## src/rtl/arith_pkg.sv

```systemverilog
// Shared arithmetic-family definitions: serial-FSM state encoding and default datapath width.
package arith_pkg;

  localparam int ARITH_WIDTH = 8;

  // 2'b11 is deliberately left unnamed; the FSM treats it as a recoverable illegal code.
  typedef enum logic [1:0] {
    ST_IDLE  = 2'b00,
    ST_SHIFT = 2'b01,
    ST_DONE  = 2'b10
  } state_t;

endpackage

```

## src/rtl/fulladder_cell.sv

```systemverilog
// Single-bit combinational full adder used as the serial adder's only arithmetic element.
module fulladder_cell (
  input  logic a,
  input  logic b,
  input  logic cin,
  output logic sum,
  output logic cout
);

  assign sum  = a ^ b ^ cin;
  assign cout = (a & b) | (a & cin) | (b & cin);

endmodule

```

## src/rtl/serial_adder_sf.sv

```systemverilog
// Bit-serial ripple adder: one full-adder cell plus a carry FF resolve one bit per clock, LSB first.
module serial_adder_sf
  import arith_pkg::*;
#(
  parameter  int WIDTH = ARITH_WIDTH,
  localparam int CW    = $clog2(WIDTH + 1)
) (
  input  logic             clk,
  input  logic             rst_n,
  input  logic             start,
  input  logic [WIDTH-1:0] a,
  input  logic [WIDTH-1:0] b,
  input  logic             cin,
  output logic             busy,
  output logic             done,
  output logic [WIDTH-1:0] s,
  output logic             cout,
  output logic             ovf
);

  state_t           state, state_nxt;
  logic [WIDTH-1:0] sra, srb, srs;
  logic [CW-1:0]    cnt;
  logic             carry;
  logic             a_msb, b_msb;
  logic             accept, last_bit;
  logic             fa_s, fa_c;

  fulladder_cell u_fa (
    .a    (sra[0]),
    .b    (srb[0]),
    .cin  (carry),
    .sum  (fa_s),
    .cout (fa_c)
  );

  assign busy     = (state == ST_SHIFT);
  assign done     = (state == ST_DONE);
  assign last_bit = (state == ST_SHIFT) && (cnt == CW'(WIDTH - 1));

  always_comb begin
    state_nxt = ST_IDLE;
    accept    = 1'b0;
    case (state)
      ST_IDLE, ST_DONE: begin
        if (start) begin
          accept    = 1'b1;
          state_nxt = ST_SHIFT;
        end
      end
      ST_SHIFT: state_nxt = last_bit ? ST_DONE : ST_SHIFT;
      default:  state_nxt = ST_IDLE;
    endcase
  end

  always_ff @(posedge clk) begin
    if (!rst_n) begin
      state <= ST_IDLE;
      sra   <= '0;
      srb   <= '0;
      srs   <= '0;
      cnt   <= '0;
      carry <= 1'b0;
      a_msb <= 1'b0;
      b_msb <= 1'b0;
      s     <= '0;
      cout  <= 1'b0;
      ovf   <= 1'b0;
    end else begin
      state <= state_nxt;
      if (accept) begin
        sra   <= a;
        srb   <= b;
        carry <= cin;
        cnt   <= '0;
        a_msb <= a[WIDTH-1];
        b_msb <= b[WIDTH-1];
      end else if (state == ST_SHIFT) begin
        sra   <= sra >> 1;
        srb   <= srb >> 1;
        srs   <= {fa_s, srs[WIDTH-1:1]};
        carry <= fa_c;
        cnt   <= cnt + 1'b1;
      end
      // Results are captured straight from the cell on the final bit, so they only change on DONE entry.
      if (last_bit) begin
        s    <= {fa_s, srs[WIDTH-1:1]};
        cout <= fa_c;
        ovf  <= (a_msb == b_msb) && (fa_s != a_msb);
      end
    end
  end

endmodule

```

## config.mk

```make
export PLATFORM = sky130hd
export DESIGN_NAME = serial_adder_sf
export DESIGN_NICKNAME = d
export VERILOG_FILES = /design/src/rtl/arith_pkg.sv /design/src/rtl/fulladder_cell.sv /design/src/rtl/serial_adder_sf.sv
export SDC_FILE = /design/constraint.sdc
export NUM_CORES = 1
export LEC_CHECK = 0
export ABC_AREA = 1
export CORE_MARGIN = 2
export CORE_UTILIZATION = 44
export CTS_CLUSTER_DIAMETER = 50
export DETAILED_ROUTE_END_ITERATION = 12
export PLACE_DENSITY_LB_ADDON = 0.2
export SETUP_SLACK_MARGIN = 0.5
export SYNTH_ARGS = -nofsm -noshare
export SYNTH_HDL_FRONTEND = slang
export SYNTH_SLANG_ARGS = --single-unit
```

## constraint.sdc

```tcl
create_clock -name clk -period 1.75 [get_ports clk]
set_input_delay 0.4375 -clock clk [delete_from_list [all_inputs] [get_ports clk]]
set_output_delay 0.4375 -clock clk [all_outputs]
set_load 0.01 [all_outputs]
```

Word-level counts from Yosys, hierarchy flattened
Index checks and enable logic that the tools add are counted.
Word-level totals
  register bits: 43
  word-level logic and storage cells: 44
  output and inout bits: 12
Cells by class
  reductions and logical operators: 7
  muxes and demuxes: 11
  eq/ne operators: 5
  $add $sub $neg: 1
  bitwise logic cells: 9
Operator list (number)
  2-to-1 mux 8 bit: 4
  2-to-1 mux 1 bit: 5
  adder 4 x 1 -> 4 bit, second input constant: 1
  == test 4 x 3 -> 1 bit, second input constant: 1
  case mux 2 bit (2 select lines): 1
  OR reduction 2 bit: 2
  AND 1 bit: 3
  == test 2 x 1 -> 1 bit, second input constant: 1
  == test 2 bit, second input constant: 1
  logical AND 1 bit: 2
  logical NOT 2 bit: 1
  2-to-1 mux 2 bit: 1
  inverter 1 bit: 2
  OR 1 bit: 2
  AND reduction 2 bit: 1
  nonzero test 2 bit: 1
  XOR 1 bit: 2
  == test 1 bit: 1
  != test 1 bit: 1

Longest topological paths before layout
Gate-level depths: netlist of run 1.
  depth after elaboration: 5
  depth in mapped cells: 7

Modules after synthesis
A second synthesis of run 1 with hierarchy kept.
Unflattened totals
  cell total of the unflattened synthesis: 256
  area, all modules: 1880.6 um2
Modules (own cells, without submodules)
  serial_adder_sf: instances 1, area each 1860.5 um2, cells an instance 255
  fulladder_cell: instances 1, area each 20.0 um2, cells an instance 1

Worst setup path before layout of run 1
OpenSTA, ideal clock, no wires.
  path kind: reg-to-reg
  from: reg carry
  to: reg ovf
  setup time: 113 ps
  arrival: 1135 ps
  slack: 502 ps
  cell stages (with the launch flop): 7
  cell sequence: dfxtp_1 > fa_1 > nor2_1 > nand2_1 > nand2_1 > nor2_1 > nor2_1
On the way
  word-level cells in the longest chain between the ends: 3
RTL lines
  start: declaration: line serial_adder_sf.sv:24  | logic carry;
  start signal: assignment: line serial_adder_sf.sv:74  | carry <= cin;
  XOR 1 bit: line fulladder_cell.sv:10  | assign sum = a ^ b ^ cin;
  named net fa_s: line serial_adder_sf.sv:27  | logic fa_s, fa_c;
  != test 1 bit: line serial_adder_sf.sv:89  | ovf <= (a_msb == b_msb) && (fa_s != a_msb);
  logical AND 1 bit: line serial_adder_sf.sv:89
  end signal: assignment: line serial_adder_sf.sv:89
  end: declaration: line serial_adder_sf.sv:18  | output logic ovf
The timed path passes the listed nets, and every way through them passes these cells.
A chain may end at the register's enable or synchronous reset.

Worst setup path after layout of run 1
  from: reg state[1]
  to: out done
On the way
  word-level cells in the longest chain between the ends: 1
RTL lines
  start: declaration: line serial_adder_sf.sv:21  | state_t state, state_nxt;
  start signal: assignment: line serial_adder_sf.sv:70  | state <= state_nxt;
  == test 2 bit: line serial_adder_sf.sv:38  | assign done = (state == ST_DONE);
  end: declaration: line serial_adder_sf.sv:15  | output logic done,
Every way passes these cells.

==> run_results.csv, run 1 <==
group,metric,value,unit
sta,fin_crit,1.41,ns
floorplan,coreArea,4060,um2
routing,dr.pass1.iters,4,
power_and_ir_drop,power_leakage,0.00117,uW
routing,via_per_inst,4.98,
routing,dr_total_vias,1743,
routing,wirelength,4300,um
sta,setup_viol,0,
global_routing,overflow,0,
critical_path,end_kind,"primary output",
floorplan,die_x,69.6,um
critical_path,reg2reg_from,"sra[0]$_SDFFE_PN0P_",
synthesis,yosysWarnings,0,
synthesis,syn_inst,252,
global_routing,grt_pass1_vias,1543,
floorplan,dieArea,4840,um2
sta,setup_slack,0.336,ns
global_routing,groute.usage.overall,17.6,%
cts,cts_buffers,5,
cts,clkSinkCount,42,
sta,hold_violations,0,
routing,wl_met1,1990,um
cts,cts_buffer_depth,2,
worst_hold_path,hold_class,"flip-flop to flip-flop",
critical_path,critPathLaunch,"state[1]$_SDFF_PN0_",
placed_design,pre_cts_ws,0.151,ns
cts,cts-root-buf,"clkbuf_8",
synthesis,synth_top_cell_area_share,44.4,%
cts,clkTransAtPathRegs,0.08,ns
sta,setup-tns-final,0,ns
sta,tightest_slew,0.305,ns
routing,highest_layer,"met4",
sta,clock_skew,0.00567,ns
routing,drt_iter0_drc,107,
flow_run,maxCapViolations,0,
sta,post-route-period-util,80.8,%
critical_path,cp_common_cell,"buf_6",
sta,clock.fmax,707,MHz
synthesis,synthTopCellsByCount,"nand3_1, nand2_1, dfxtp_1",
layout,post-route-util,64.3,%
global_routing,grt_pass1_wl,6910,um
routing,avgRoutedWirePerCell,12.3,um
critical_path,crit_path_max_incr_delay,0.32,ns
critical_path,r2r_slack,0.42,ns
synthesis,synth-edff-count,0,
placed_design,port_buffers,31,
layout,area_growth,37.9,%
global_routing,antenna_found_initial,0,
routing,antenna_left,0,
routing,wl_met3,258,um
floorplan,initial_core_util,46.7,%
synthesis,synth_most_common_cell,"nand3_1",
critical_path,path_max_fanout,2,
sta,slew_headroom,79.7,%
floorplan,io_pins,32,
sta,slew_violations,0,
synthesis,syn_area,1890,um2
synthesis,synth_nets,274,
synthesis,async_reset_ff_share,0,%
critical_path,crit_chain,"inv_2, buf_6, nor2_4, buf_6",
placed_design,place_hpwl,2570,um
layout,layout-drive-gt1-share,26.3,%
routing,drc_errors,0,
placed_design,place_congestion,0.796,
cts,htree_levels,2,
critical_path,reg2regPathDepth,6,
routing,dr_wl_met2,2000,um
synthesis,synth-seq-cells,42,
layout,diodes,0,
critical_path,crit_end,"done",
power_and_ir_drop,power_density,815,nW/um2
cts,clk_latency,0.30,ns
power_and_ir_drop,vdd_ir_drop_max,0.000481,V
sta,hold_slack,0.453,ns
status,status,"complete, no violations",
sta,rsz0062_at_grt,"yes",
floorplan,die_y,69.6,um
synthesis,synth_seq_area_share,44.4,%
cts,cts_hold_buf,0,
cts,cts_tree,"built",
critical_path,reg2reg_to,"ovf$_SDFFE_PN0P_",
critical_path,arrival,0.98,ns
synthesis,synthDistinctLibCells,25,
layout,nNetsFinal,321,
critical_path,crit_path_top_delay_cell,"dfxtp_2",
critical_path,critPathKind,"flip-flop to primary output",
critical_path,cp_data_required_time,1.31,ns
synthesis,avgSynthCellArea,7.51,um2
synthesis,synthTopCellsByArea,"dfxtp_1, nand3_1, nand2_1, a21oi_1, nor2_1",
floorplan,rows,23,
global_routing,grt_max_degree,31,
critical_path,crit_path_start_kind,"flip-flop",
synthesis,yosysTopAreaCell,"dfxtp_1",
synthesis,synthFlopType,"dfxtp_1",
what timing repair did:
item | CTS | global route
endpoints found under the setup margin | 24 | 40
pin swaps | 6 | 8
resized for setup | 71 | 26
gates cloned | 0 | 4
setup buffers | 6 | 5
cells in the final DEF (no fill, tap or decap), types with 2 or more instances in the layout:
cell type	netlist	routed
buf_12	0	5
buf_6	4	5
clkbuf_8	0	5
o21ai_0	11	10
buf_4	3	11
inv_2	2	2
nand2_8	1	3
o21ai_1	1	2
nor2_1	24	23
dfxtp_2	0	12
clkdlybuf4s50_1	0	17
nand2_1	45	39
buf_2	6	10
nand2_4	2	4
nand2_2	2	6
nand3_1	59	57
dfxtp_4	0	2
dlymetal6s2s_1	0	2
nor2_4	1	2
a21oi_1	18	18
nand3_2	0	2
dfxtp_1	42	28
inv_1	22	22
final cells by class:
cell class | instances | area [um2]
repair inverters | 1 | 8.76
clock buffers | 6 | 72.6
multi-input cells | 172 | 943
clock inverters | 2 | 37.5
flip-flops and latches | 42 | 863
fillers | 366 | 1450
repair buffers | 51 | 509
inverters | 26 | 113
well taps | 50 | 62.6
per-layer routing:
layer / GRT usage [%] / vias up
met1: 22.0 / 775
li1: - / 911
met2: 28.8 / 51
met4: 5.88 / 0
met5: 0 / -
met3: 5.38 / 6
worst max-delay path: cells and delay by family, from the launching register on:
kind                   cells  cell delay [ns]
and+or+nand+nor            1             0.09
DFF                        1             0.32
buffers and inverters      3             0.28
how the worst min path moves through the flow:
stage / from / slack [ns] / cells after the start / end
global route: srs[3]$_SDFFE_PN0P_ / 0.48 / 2 / s[2]$_SDFFE_PN0P_
floorplan: srs[1]$_SDFFE_PN0P_ / 0.43 / 2 / srs[1]$_SDFFE_PN0P_
CTS: srs[4]$_SDFFE_PN0P_ / 0.46 / 2 / s[3]$_SDFFE_PN0P_
global placement: srs[6]$_SDFFE_PN0P_ / 0.45 / 2 / s[5]$_SDFFE_PN0P_
detailed placement: srs[4]$_SDFFE_PN0P_ / 0.45 / 2 / s[3]$_SDFFE_PN0P_
finish: srs[6]$_SDFFE_PN0P_ / 0.45 / 2 / s[5]$_SDFFE_PN0P_
registers in the layout, indices dropped and copies added, names as in the netlist, 2 cells and up:
register  count
s             8
sra           8
srb           8
srs           7
cnt           4
state         2
metrics by stage:
step	power [uW]	std cells	area (um2)
after floorplan	1240	252	1890
after global placement	1320	327	2240
after detailed placement	1320	327	2240
after CTS	2080	341	2400
after global routing	2230	350	2610
final	2130	350	2610
cell families (layout without fill, tap and decap cells):
kind of cell,count (synthesis),after routing,synth area share [%]
adders and majority gates,2,2,1.72
AOI/OAI and AO/OA,30,30,7.93
DFF,42,42,44.4
buffers and inverters,40,86,10.9
and+or+nand+nor,137,139,34.6
xor gates and xnor gates,1,1,0.463
report_power, final:
group          switching [uW]  internal [uW]  total, uW
Combinational             175            158        333
Sequential               33.8           1000       1040
Clock                     330            426        756
Total                     539           1590       2130
Note: power is estimated with default switching activity, not from simulation.
==> inputs of run 2 (changes only) <==
Clock period 1.75 ns to 1.2 ns, I/O delays scaled along.
==> run_results.csv, run 2 (synthesis gave the netlist of run 1 again) <==
group,metric,value,unit
status,status,"finished with violations",
status,violations,"setup timing",
global_routing,grt_max_degree,15,
placed_design,port_buffers,31,
cts,cts_tree,"built",
layout,layout-drive-gt1-share,55.3,%
critical_path,cp_common_cell,"nor2_1",
sta,clock_skew,0.00460,ns
critical_path,crit_path_start_kind,"flip-flop",
critical_path,crit_chain,"fa_2, nor2_1, nand2_1, nand2_1, nor2_1, nor2_1",
floorplan,io_pins,32,
sta,setup_slack,-0.178,ns
layout,stdcell_count,368,
critical_path,end_kind,"flip-flop",
floorplan,dieArea,4840,um2
layout,layout_commonest_cell,"nand2_1",
routing,avgRoutedWirePerCell,18.5,um
routing,wirelength,6790,um
global_routing,antenna_found_initial,0,
floorplan,die_x,69.6,um
floorplan,initial_core_util,46.7,%
layout,most-common-layout-cells,"nand2_1, nand3_2, dfxtp_1",
routing,drt_iter0_drc,126,
global_routing,groute.usage.overall,23.7,%
cts,clkSinkCount,42,
global_routing,grt_pass1_wl,9180,um
routing,dr_total_vias,2061,
power_and_ir_drop,vdd_ir_drop_max,0.000941,V
cts,cts-root-buf,"clkbuf_8",
sta,fin_crit,1.38,ns
critical_path,critPathKind,"flip-flop to flip-flop",
power_and_ir_drop,power_leakage,0.00138,uW
sta,tightest_slew,0.233,ns
power_and_ir_drop,p_total,3390,uW
critical_path,path_buf_inv,0,
sta,slew_violations,0,
worst_hold_path,hold_class,"flip-flop to flip-flop",
floorplan,die_y,69.6,um
floorplan,coreArea,4060,um2
placed_design,place_hpwl,2870,um
layout,diodes,0,
routing,dr.pass1.iters,4,
global_routing,grt_pass1_vias,1930,
routing,via_per_inst,5.60,
routing,drc_errors,0,
global_routing,overflow,0,
layout,area_growth,79.4,%
sta,clock.fmax,725,MHz
critical_path,path_max_fanout,3,
cts,clkTransAtPathRegs,0.08,ns
placed_design,dp_cells,338,
routing,antenna_left,0,
critical_path,cp_data_required_time,1.40,ns
power_and_ir_drop,power_density,999,nW/um2
cts,cts_buffer_depth,2,
sta,setup_viol,7,
sta,setup-tns-final,-0.466,ns
critical_path,arrival,1.58,ns
layout,nNetsFinal,339,
sta,post-route-period-util,115,%
placed_design,place_congestion,0.734,
sta,slew_headroom,84.5,%
layout,reg_top3,"s: 8 flops, sra: 8 flops, srb: 8 flops",
flow_run,maxCapViolations,0,
critical_path,crit_path_top_delay_cell,"fa_2",
sta,hold_violations,0,
cts,cts_buffers,5,
sta,rsz0062_at_grt,"yes",
critical_path,crit_path_max_incr_delay,0.60,ns
critical_path,cp_top_family,"adder cells",
sta,hold_slack,0.469,ns
floorplan,rows,23,
cts,htree_levels,2,
cts,clk_latency,0.30,ns
## run 2: where the power goes
group	total, uW	switching, uW	leakage [uW]	internal, uW
logic	873	455	0.000979	418
clock network	973	508	0.0000482	465
registers	1550	81.4	0.000352	1470
total	3390	1050	0.00138	2350
## run 2: through the flow
step	instance area (um2)	util, %	setup WS (ns)
6_report	3400	83.7	-0.178
3_3_place_gp	2460	60.7	-0.226
3_5_place_dp	2460	60.7	-0.233
2_1_floorplan	2060	-	-0.0370
5_1_grt	3400	83.7	-0.226
4_1_cts	3080	75.9	-0.135
## run 2: worst paths after layout
check                                   startpoint                end  slack, ns  cells after the start
worst max-delay path            carry$_SDFFE_PN0P_   ovf$_SDFFE_PN0P_      -0.18                      6
worst min-delay path             s[4]$_SDFFE_PN0P_  s[4]$_SDFFE_PN0P_       0.47                      2
worst max register to register  carry$_SDFFE_PN0P_   ovf$_SDFFE_PN0P_      -0.18                      6
worst min register to register   s[4]$_SDFFE_PN0P_  s[4]$_SDFFE_PN0P_       0.47                      2
## run 2: routing by layer
metal	wire length (um)	vias to the layer above	track usage [%]
met1	2620	980	29.8
li1	-	964	-
met5	0	-	0
met2	3440	89	39.9
met4	289	0	8.28
met3	443	28	5.52
## run 2: worst register-to-register path: stages, from the launching register on
cell,delay (ns)
dfxtp_2,0.34
fa_2,0.60
nor2_1,0.05
nand2_1,0.05
nand2_1,0.06
nor2_1,0.10
nor2_1,0.06
## run 2: final cells by class
type | instances | area, um2
Clock buffer | 7 | 86.3
Clock inverter | 1 | 5.00
Fill cell | 209 | 661
Inverter | 26 | 124
Multi-Input combinational cell | 174 | 1400
Sequential cell | 42 | 865
Tap cell | 50 | 62.6
Timing Repair Buffer | 66 | 818
Timing Repair inverter | 2 | 36.3
## run 2: timing repair
item                       CTS  global route
setup endpoints to repair   54            54
gates resized for setup    133            66
pin swaps                   44            36
setup buffers                9             3
hold buffers                 0             0
gates cloned                10             0
